### src/rtl/lsu_rmw.sv
// Load/store unit in front of a word-wide, combinational-read data RAM.
// Sub-word stores use read-modify-write; loads are sign/zero extended.
module lsu_rmw #(
  parameter int unsigned DATA_SIZE = 4096
) (
  input  logic        clk_i,
  input  logic        rst_ni,
  input  logic        req_valid_i,
  output logic        req_ready_o,
  input  logic        req_we_i,
  input  logic [2:0]  req_funct3_i,
  input  logic [31:0] req_addr_i,
  input  logic [31:0] req_wdata_i,
  output logic        resp_valid_o,
  output logic [31:0] resp_rdata_o,
  output logic        resp_err_o,
  output logic [31:0] ram_a_o,
  output logic        ram_we_o,
  output logic [31:0] ram_wd_o,
  input  logic [31:0] ram_rd_i
);

  localparam int unsigned XLEN = 32;
  localparam int unsigned AW   = XLEN + 1;

  localparam logic [2:0] F3_B  = 3'b000;
  localparam logic [2:0] F3_H  = 3'b001;
  localparam logic [2:0] F3_W  = 3'b010;
  localparam logic [2:0] F3_BU = 3'b100;
  localparam logic [2:0] F3_HU = 3'b101;

  typedef enum logic [1:0] {
    ST_IDLE = 2'd0,
    ST_RD   = 2'd1,
    ST_WR   = 2'd2,
    ST_RESP = 2'd3
  } state_e;

  state_e            state_q, state_d;
  logic              we_q, we_d;
  logic [2:0]        f3_q, f3_d;
  logic [XLEN-1:0]   addr_q, addr_d;
  logic [XLEN-1:0]   wdata_q, wdata_d;
  logic [XLEN-1:0]   wd_q, wd_d;
  logic [XLEN-1:0]   rdata_q, rdata_d;
  logic              err_q, err_d;

  logic              illegal_c, misalign_c, oor_c, err_c;
  logic [AW-1:0]     last_byte_c;

  // Merge the store operand into the word read from RAM (little-endian lanes).
  function automatic logic [31:0] store_merge(input logic [31:0] word,
                                              input logic [2:0]  f3,
                                              input logic [1:0]  lane,
                                              input logic [31:0] wd);
    logic [31:0] m;
    m = word;
    case (f3)
      F3_B: begin
        case (lane)
          2'd0:    m[7:0]   = wd[7:0];
          2'd1:    m[15:8]  = wd[7:0];
          2'd2:    m[23:16] = wd[7:0];
          default: m[31:24] = wd[7:0];
        endcase
      end
      F3_H: begin
        if (lane[1]) m[31:16] = wd[15:0];
        else         m[15:0]  = wd[15:0];
      end
      default: m = wd;
    endcase
    return m;
  endfunction

  function automatic logic [31:0] load_extract(input logic [31:0] word,
                                               input logic [2:0]  f3,
                                               input logic [1:0]  lane);
    logic [7:0]  b;
    logic [15:0] h;
    logic [31:0] r;
    case (lane)
      2'd0:    b = word[7:0];
      2'd1:    b = word[15:8];
      2'd2:    b = word[23:16];
      default: b = word[31:24];
    endcase
    h = lane[1] ? word[31:16] : word[15:0];
    case (f3)
      F3_B:    r = {{24{b[7]}}, b};
      F3_BU:   r = {24'd0, b};
      F3_H:    r = {{16{h[15]}}, h};
      F3_HU:   r = {16'd0, h};
      default: r = word;
    endcase
    return r;
  endfunction

  // Request decode, evaluated on the incoming (not yet registered) request.
  always_comb begin
    illegal_c = 1'b1;
    case (req_funct3_i)
      F3_B, F3_H, F3_W: illegal_c = 1'b0;
      F3_BU, F3_HU:     illegal_c = req_we_i;
      default:          illegal_c = 1'b1;
    endcase
    misalign_c = 1'b0;
    if ((req_funct3_i == F3_H) || (req_funct3_i == F3_HU))
      misalign_c = req_addr_i[0];
    else if (req_funct3_i == F3_W)
      misalign_c = (req_addr_i[1:0] != 2'b00);
    last_byte_c = {1'b0, req_addr_i[31:2], 2'b00} + AW'(3);
    oor_c       = (last_byte_c >= AW'(DATA_SIZE));
    err_c       = illegal_c | misalign_c | oor_c;
  end

  always_ff @(posedge clk_i or negedge rst_ni) begin
    if (!rst_ni) begin
      state_q <= ST_IDLE;
      we_q    <= 1'b0;
      f3_q    <= 3'd0;
      addr_q  <= '0;
      wdata_q <= '0;
      wd_q    <= '0;
      rdata_q <= '0;
      err_q   <= 1'b0;
    end else begin
      state_q <= state_d;
      we_q    <= we_d;
      f3_q    <= f3_d;
      addr_q  <= addr_d;
      wdata_q <= wdata_d;
      wd_q    <= wd_d;
      rdata_q <= rdata_d;
      err_q   <= err_d;
    end
  end

  // Next-state and output decode; response fields change only on entry to RESP.
  always_comb begin
    state_d      = state_q;
    we_d         = we_q;
    f3_d         = f3_q;
    addr_d       = addr_q;
    wdata_d      = wdata_q;
    wd_d         = wd_q;
    rdata_d      = rdata_q;
    err_d        = err_q;
    req_ready_o  = 1'b0;
    ram_we_o     = 1'b0;
    resp_valid_o = 1'b0;

    case (state_q)
      ST_IDLE: begin
        req_ready_o = 1'b1;
        if (req_valid_i) begin
          we_d    = req_we_i;
          f3_d    = req_funct3_i;
          addr_d  = req_addr_i;
          wdata_d = req_wdata_i;
          if (err_c) begin
            rdata_d = '0;
            err_d   = 1'b1;
            state_d = ST_RESP;
          end else if (req_we_i && (req_funct3_i == F3_W)) begin
            wd_d    = req_wdata_i;
            state_d = ST_WR;
          end else begin
            state_d = ST_RD;
          end
        end
      end
      ST_RD: begin
        if (we_q) begin
          wd_d    = store_merge(ram_rd_i, f3_q, addr_q[1:0], wdata_q);
          state_d = ST_WR;
        end else begin
          rdata_d = load_extract(ram_rd_i, f3_q, addr_q[1:0]);
          err_d   = 1'b0;
          state_d = ST_RESP;
        end
      end
      ST_WR: begin
        ram_we_o = 1'b1;
        rdata_d  = '0;
        err_d    = 1'b0;
        state_d  = ST_RESP;
      end
      default: begin
        resp_valid_o = 1'b1;
        state_d      = ST_IDLE;
      end
    endcase
  end

  assign ram_a_o      = {addr_q[31:2], 2'b00};
  assign ram_wd_o     = wd_q;
  assign resp_rdata_o = rdata_q;
  assign resp_err_o   = err_q;

endmodule
### config.mk
export PLATFORM = sky130hd
export DESIGN_NAME = lsu_rmw
export DESIGN_NICKNAME = d
export VERILOG_FILES = /design/src/rtl/lsu_rmw.sv
export SDC_FILE = /design/constraint.sdc
export NUM_CORES = 1
export LEC_CHECK = 0
export CORE_UTILIZATION = 50
export DETAILED_ROUTE_END_ITERATION = 10
export PLACE_DENSITY = 0.95
export SLEW_MARGIN = 20
export SYNTH_ARGS = -nofsm -noshare
export SYNTH_HDL_FRONTEND = slang
export SYNTH_SLANG_ARGS = --single-unit
export TNS_END_PERCENT = 1
### constraint.sdc
create_clock -name clk_i -period 4.91 [get_ports clk_i]
set_input_delay 0.7365 -clock clk_i [delete_from_list [all_inputs] [get_ports clk_i]]
set_output_delay 0.7365 -clock clk_i [all_outputs]
set_load 0.1 [all_outputs]
Yosys cells after proc, flatten, opt, wreduce, memory -nomap -nowiden
Cells that the tools add are included.
{"block": "word_totals", "register_bits": 135, "in_bits": 103, "output_inout_bits": 100}
{"block": "classes", "n_addsub": 1, "magnitude_cmp": 1, "eq_ne": 17, "n_mux": 34, "n_bitwise": 2, "reduce_logical": 16}
{"cell": "32-bit 2-to-1 mux", "count": 7}
{"cell": "32-bit one-hot mux with 2 select lines", "count": 2}
{"cell": "32-bit one-hot mux with 4 select lines", "count": 1}
{"cell": "32-bit one-hot mux with 3 select lines", "count": 1}
{"cell": "16-bit 2-to-1 mux", "count": 3}
{"cell": "32-bit by 2-bit adder with 33-bit output (second input constant)", "count": 1}
{"cell": "33-bit by 13-bit greater-or-equal comparator with 1-bit output (second input constant)", "count": 1}
{"cell": "8-bit 2-to-1 mux", "count": 4}
{"cell": "8-bit one-hot mux with 3 select lines", "count": 1}
{"cell": "3-bit equality test (second input constant)", "count": 4}
{"cell": "2-bit inequality test (second input constant)", "count": 6}
{"cell": "1-bit 2-to-1 mux", "count": 9}
{"cell": "3-bit OR reduction", "count": 3}
{"cell": "3-bit by 1-bit equality test with 1-bit output (second input constant)", "count": 2}
{"cell": "3-bit logical NOT", "count": 2}
{"cell": "2-bit 2-to-1 mux", "count": 3}
{"cell": "2-bit one-hot mux with 3 select lines", "count": 1}
{"cell": "5-bit AND reduction", "count": 1}
{"cell": "2-bit by 1-bit equality test with 1-bit output (second input constant)", "count": 2}
{"cell": "2-bit equality test (second input constant)", "count": 2}
{"cell": "2-bit logical NOT", "count": 2}
{"cell": "4-bit AND reduction", "count": 1}
{"cell": "2-bit nonzero test", "count": 2}
{"cell": "3-bit by 2-bit equality test with 1-bit output (second input constant)", "count": 1}
{"cell": "8 further kinds", "count": 9}

Logic depth before layout (Yosys ltp)
Gate-level depths: netlist of the first run.
{"block": "depth", "ltp_word": 8, "depth_mapped": 8, "depth_no_buf": 7}

Least setup slack after synthesis of the first run
No wires, ideal clock.
{"block": "synth_path", "path_kind": "reg2reg", "startpoint": "register state_q[0]", "endpoint": "register rdata_q[30], in the netlist resp_rdata_o[30]", "arrival_time_ns": 2.628, "required_time_ns": 4.784, "slack_ns": 2.155, "path_stages_with_launch": 9, "synth_period_minus_slack_ns": 2.755, "cell_sequence": "dfrtp_1 inv_1 ha_1 and2_1 buf_2 o21ai_1 a21boi_2 buf_2 mux2_4"}
{"block": "synth_between", "elab_chain_cells": 3, "elab_cells_between_ends": 9, "cone_classes": "eq/ne: 5; mux: 1; reduce/logical: 3"}
{"item": "from (decl)", "line_no": "39", "text": "state_e state_q, state_d;"}
{"item": "from (signal assigned)", "line_no": "128", "text": "state_q <= state_d;"}
{"item": "2-bit by 1-bit equality test with 1-bit output, or another cell as far along", "line_no": "153", "text": "case (state_q)"}
{"item": "2-bit inequality test (no line) / 3-bit nonzero test (equally long branches)"}
{"item": "4-bit AND reduction (no line)"}
{"item": "to (signal assigned)", "line_no": "134", "text": "rdata_q <= rdata_d;"}
{"item": "to (decl)", "line_no": "45", "text": "logic [XLEN-1:0] rdata_q, rdata_d;"}
Several ways; a longest one is shown, not always the timed one.
A chain may end at the register's enable or synchronous reset.

Final worst setup path of the first run
{"block": "layout_path", "startpoint": "register state_q[0]", "endpoint": "output req_ready_o"}
{"block": "layout_between", "elab_chain_cells": 2}
{"item": "2-bit logical NOT", "line_no": "153"}
{"item": "1-bit 2-to-1 mux", "line_no": "153"}
{"item": "to (decl)", "line_no": "9", "text": "output logic req_ready_o,"}
Every way passes these cells.

==> results of run 1 <==
## stage by stage
stage / area (um2) / setup slack (ns) / hold slack, ns
CTS: 9680 / 1.76 / 0.456
global placement: 9090 / 1.75 / 0.479
global route: 9680 / 1.68 / 0.504
finish: 9680 / 1.74 / 0.432
floorplan: 7260 / 2.16 / 0.441
detailed placement: 9090 / 1.73 / 0.485
## worst paths after layout
path | from | end | slack [ns] | cells after the start
worst max register to register | state_q[1] | ram_wd_o[2] | 1.79 | 9
worst min register to register | ram_wd_o[28] | ram_wd_o[28] | 0.49 | 1
worst min-delay path | rst_ni | resp_rdata_o[11] | 0.43 | 1
max in group asynchronous | rst_ni | resp_rdata_o[14] | 3.45 | 2
worst max-delay path | state_q[0] | req_ready_o | 1.74 | 3
min in group clk_i | ram_wd_o[28] | ram_wd_o[28] | 0.49 | 1
## metal layers
| layer | wire length (um) | track usage | vias up |
|---|---|---|---|
| met3 | 1990 | 0.0809 | 63 |
| met4 | 737 | 0.135 | 0 |
| met2 | 10100 | 0.471 | 364 |
| met1 | 7740 | 0.340 | 2852 |
| met5 | 0 | 0 | - |
| li1 | - | - | 2587 |
## state kept, by name, summed over array words and instances, names as in the netlist
| name | flops |
|---|---|
| ram_wd_o | 32 |
| wdata_q | 32 |
| we_q | 1 |
| resp_rdata_o | 32 |
| addr_q | 32 |
| state_q | 2 |
| f3_q | 3 |
| resp_err_o | 1 |
## cell usage after synthesis, types with 4 or more instances
cell type  instances
clkbuf_1          19
mux2_4            26
o21ai_0           21
buf_2             13
a222oi_1           7
mux2i_1           20
o221ai_1           7
nor2_1            40
a31oi_1           14
a21oi_1           40
nor4_1             7
nor2b_1            4
mux2_2            94
a311oi_1           8
ha_1               4
nor3_2             4
a21oi_2           12
o2bb2ai_1          8
mux2_1             7
dfrtp_1          135
buf_4             34
inv_1             31
buf_6              6
nand2_1           33
a221oi_1           8
## layout make-up
| class | count | share of cell area |
|---|---|---|
| sequential | 135 | 0.349 |
| multi-input combinational | 400 | 0.342 |
| timing repair buffer | 207 | 0.212 |
| clock buffer | 25 | 0.0512 |
| tap | 180 | 0.0233 |
| inverter | 32 | 0.0124 |
| clock inverter | 7 | 0.00956 |
| antenna | 1 | 0.000258 |
## cell usage in the layout (no fill, tap or decap), drive strengths merged, types with 4 or more instances in the layout
master	count
clkdlybuf4s50	199
dfrtp	135
mux2	127
a21oi	52
nor2	40
nand2	33
inv	32
clkbuf	25
o21ai	23
mux2i	20
a31oi	14
a221oi	8
a311oi	8
o2bb2ai	8
nor4	8
buf	8
o221ai	7
a222oi	7
nor3	6
nor2b	4
ha	4
## kinds of logic after synthesis
logic type,after synthesis,synth area share
simple gates,102,0.0673
buf+inv,106,0.0809
fa+ha+maj,4,0.00690
other cells,1,0.000517
flops,135,0.466
compound gates,145,0.140
mux,147,0.238
## critical path: stages (launching register included)
cell	delay (ns)
dfrtp_1	0.43
inv_1	0.11
ha_1	0.28
clkdlybuf4s50_1	1.20
==> flow_summary.toml, run 1 <==
[yosys]
ys_seq_elements = 135
synth.area.top_cells = "dfrtp_1, mux2_2, mux2_4"
async_reset_ff_frac = 1.00
synth_ff_type = "dfrtp_1"
ys_seq_area_frac = 0.466
synth_edf_count = 0
synth_area_um2 = 7250
synth_top_area_frac = 0.466
synth_cells = 640
post-synth-top-area-cell = "dfrtp_1"
yosys_warnings = 0
avgSynthCellArea_um2 = 11.3
synth.distinct_cells = 52

[finish]
multi_input_area_um2 = 3310
final_layout_size_suffix_gt1_frac = 0.223
utilization = 0.690
fin_nets = 900
fill_cells = 987
instances_no_fill = 987
syn2layout_area_growth_pct = 33.5
seqCellArea_um2 = 3380

[grt]
grt_max_degree = 100
antenna_found_initial = 1
grt_pass1_wl_um = 31700
grt_usage = 0.284
grt.overflow.total = 0
first_global_vias = 5896

[detailed_routing]
ant_nets = 0
routedWlPerCell_um = 20.9
vias = 5866
drt-total-wl_um = 20600
post-route-drc-count = 0
dr.first_iter.drc_count = 642
drtPass1Iterations = 6
viasPerCell = 5.94

[setup_path]
worstSetupPathType = "reg2out"
start_kind = "flip-flop"
cp_max_fo = 7
crit_required_ns = 4.17
cp-end-kind = "primary output"
worstPathArrival_ns = 2.44

[timing]
setup_viol = 0
fin_crit_sh = 0.646
clock_skew_ns = 0.00657
worst_pin_slew_ns = 1.11
rsz0062_at_grt = "false"
max_freq_mhz = 315
maxSlewViolCount = 0
post-route-min-period_ns = 3.17
hold_viol = 0
relSlewSlack = 0.260
finalSetupTns_ns = 0

[placed_design]
io_buffer_count = 200
dp_cells = 954
routabilityCongestion = 0.906
hpwl_um = 14500

[floorplanning]
die-area_um2 = 15000
design.core.area_um2 = 14000
placementRows = 43
ios = 203
dieHeight_um = 122
start_util = 0.517
die_x_um = 122

[clock_tree]
cts_resized = 0
htree_levels = 4
cts_tree = "done"
clockBufferDepth = 2
clock_sinks = 135
numCtsBuffers = 17
hold_buffers = 0
clock_latency_ns = 0.43
cts-root-buf = "clkbuf_16"
post_cts_buffers = 0
clk_pin_slew_ns = 0.06

[run_status]
status = "completed"

[hold_path]
hold_class = "in2async"

[job]
max_cap_violations = 0
Power of run 1 is left out: the tool's default activity adds up to more than one toggle a clock period on the data nets, which glitch-free logic cannot reach.
==> run 2, diff against run 1 <==
--- a/config.mk
+++ b/config.mk
@@ -5,9 +5,9 @@
 export SDC_FILE = /design/constraint.sdc
 export NUM_CORES = 1
 export LEC_CHECK = 0
-export CORE_UTILIZATION = 50
+export CORE_UTILIZATION = 44
 export DETAILED_ROUTE_END_ITERATION = 10
-export PLACE_DENSITY = 0.95
+export PLACE_DENSITY = 0.89
 export SLEW_MARGIN = 20
 export SYNTH_ARGS = -nofsm -noshare
 export SYNTH_HDL_FRONTEND = slang
==> constraint.sdc (replaced) <==
create_clock -name clk_i -period 2.63 [get_ports clk_i]
set_input_delay 0.3945 -clock clk_i [delete_from_list [all_inputs] [get_ports clk_i]]
set_output_delay 0.3945 -clock clk_i [all_outputs]
set_load 0.1 [all_outputs]
==> run 2 against run 1 <==
  * Sequential cell count did not move
  * First-iteration DRC count rose by 1.4%
  * Cell area fell by 0.21%
  * Routed wire length rose by 0.17%
  * Final cell count rose by 5.9%
  * Global-route usage fell by 3.2 points
  * Sequential share of layout area rose by 0.072 points
  * Via count fell by 0.49%
  * Count of clock-buffer cells in the layout fell by 6
  * Largest cell class unchanged
==> flow_summary.toml, run 2 (synthesis gave the netlist of run 1 again) <==
[clock_tree]
clockBufferDepth = 2
post_cts_buffers = 0
hold_buffers = 1
cts-root-buf = "clkbuf_16"
clock_latency_ns = 0.42
numCtsBuffers = 17
cts_tree = "done"
htree_levels = 4
cts_resized = 0
clk_pin_slew_ns = 0.06
clock_sinks = 135

[grt]
grt_max_degree = 68
antenna_found_initial = 2
grt_pass1_wl_um = 31800
grt.overflow.total = 0
grt_usage = 0.252
first_global_vias = 5988

[finish]
fill_cells = 1356
multi_input_area_um2 = 3310
most-common-layout-cells = "dfrtp_1, buf_4, clkdlybuf4s50_1"
stdcell_area_um2 = 9660
syn2layout_area_growth_pct = 33.2
final_common_cell = "dfrtp_1"
final_layout_size_suffix_gt1_frac = 0.365
fin_nets = 923
seqCellArea_um2 = 3380

[timing]
timing.final.ws_setup_ns = 0.288
relSlewSlack = 0.447
hold_slack_ns = 0.440
worst_pin_slew_ns = 0.823
hold_viol = 0
rsz0062_at_grt = "false"
post-route-min-period_ns = 2.34
maxSlewViolCount = 0
fin_crit_sh = 0.891
max_freq_mhz = 427
setup_viol = 0
clock_skew_ns = 0.00770

[floorplanning]
ios = 203
start_util = 0.453
die_x_um = 130
die-area_um2 = 17000
placementRows = 46
dieHeight_um = 130
design.core.area_um2 = 16000

[placed_design]
pre_cts_ws_ns = -0.183
routabilityCongestion = 0.854
hpwl_um = 15100
io_buffer_count = 200
placed_area_um2 = 9100

[detailed_routing]
vias = 5837
drt-total-wl_um = 20600
ant_nets = 0
dr.first_iter.drc_count = 651
routedWlPerCell_um = 19.8
viasPerCell = 5.59
drtPass1Iterations = 5
post-route-drc-count = 0

[hold_path]
hold_class = "in2async"

[setup_path]
r2r_slack_ns = 0.29
cp_max_fo = 32
cp-end-kind = "flip-flop"
crit_required_ns = 2.93
reg2regPathDepth = 7
start_kind = "input port"
worstPathArrival_ns = 2.64
worstSetupPathType = "in2reg"

[run_status]
status = "completed"

[job]
max_cap_violations = 0
==> run 2: cell types whose count changed in the layout (fill, tap and decap cells not counted), moves of 2 or more <==
cell,change
clkbuf_1,-3
buf_4,+117
clkinv_2,+3
clkinv_4,+3
buf_12,+2
clkbuf_8,-3
clkdlybuf4s50_1,-98
==> run 2: worst max-delay path, cell delays in order <==
cell and delay (ns):
clkdlybuf4s50_1 0.42, nor4_1 0.47, nand4_1 0.20, buf_4 0.19, nor3_2 0.31, a21oi_4 0.11, buf_12 0.19, mux2_1 0.34
==> run 2: layer usage <==
layer  vias to the layer above  part of all wire  track usage
met4                         0             0.038        0.131
met1                      2831              0.39        0.300
met5                         -                 0            0
li1                       2651                 -            -
met3                        54              0.10       0.0896
met2                       301              0.48        0.403
==> run 2: cell type report <==
type                            count  share of cell area
Inverter                           32              0.0124
Clock buffer                       19              0.0458
Multi-Input combinational cell    400               0.343
Antenna cell                        1            0.000259
Timing Repair Buffer              230               0.210
Clock inverter                     12              0.0109
Tap cell                          216              0.0280
Sequential cell                   135               0.350
==> run 2: worst paths after layout <==
kind                               endpoint           start
setup / recovery               ram_wd_o[29]  req_addr_i[27]
hold / removal             resp_rdata_o[30]          rst_ni
setup reg to reg            resp_rdata_o[8]      state_q[0]
hold reg to reg                 wdata_q[16]     wdata_q[16]
max in group asynchronous         addr_q[2]          rst_ni
min in group clk_i              wdata_q[16]     wdata_q[16]
==> run 2: through the flow <==
stage | cells | TNS (ns) | util
floorplan | 641 | 0 | -
global placement | 1011 | -6.33 | 0.567
detailed placement | 1012 | -5.53 | 0.569
CTS | 1044 | 0 | 0.604
global route | 1044 | 0 | 0.604
finish | 1045 | 0 | 0.604
Power of run 2 is left out for the same reason.
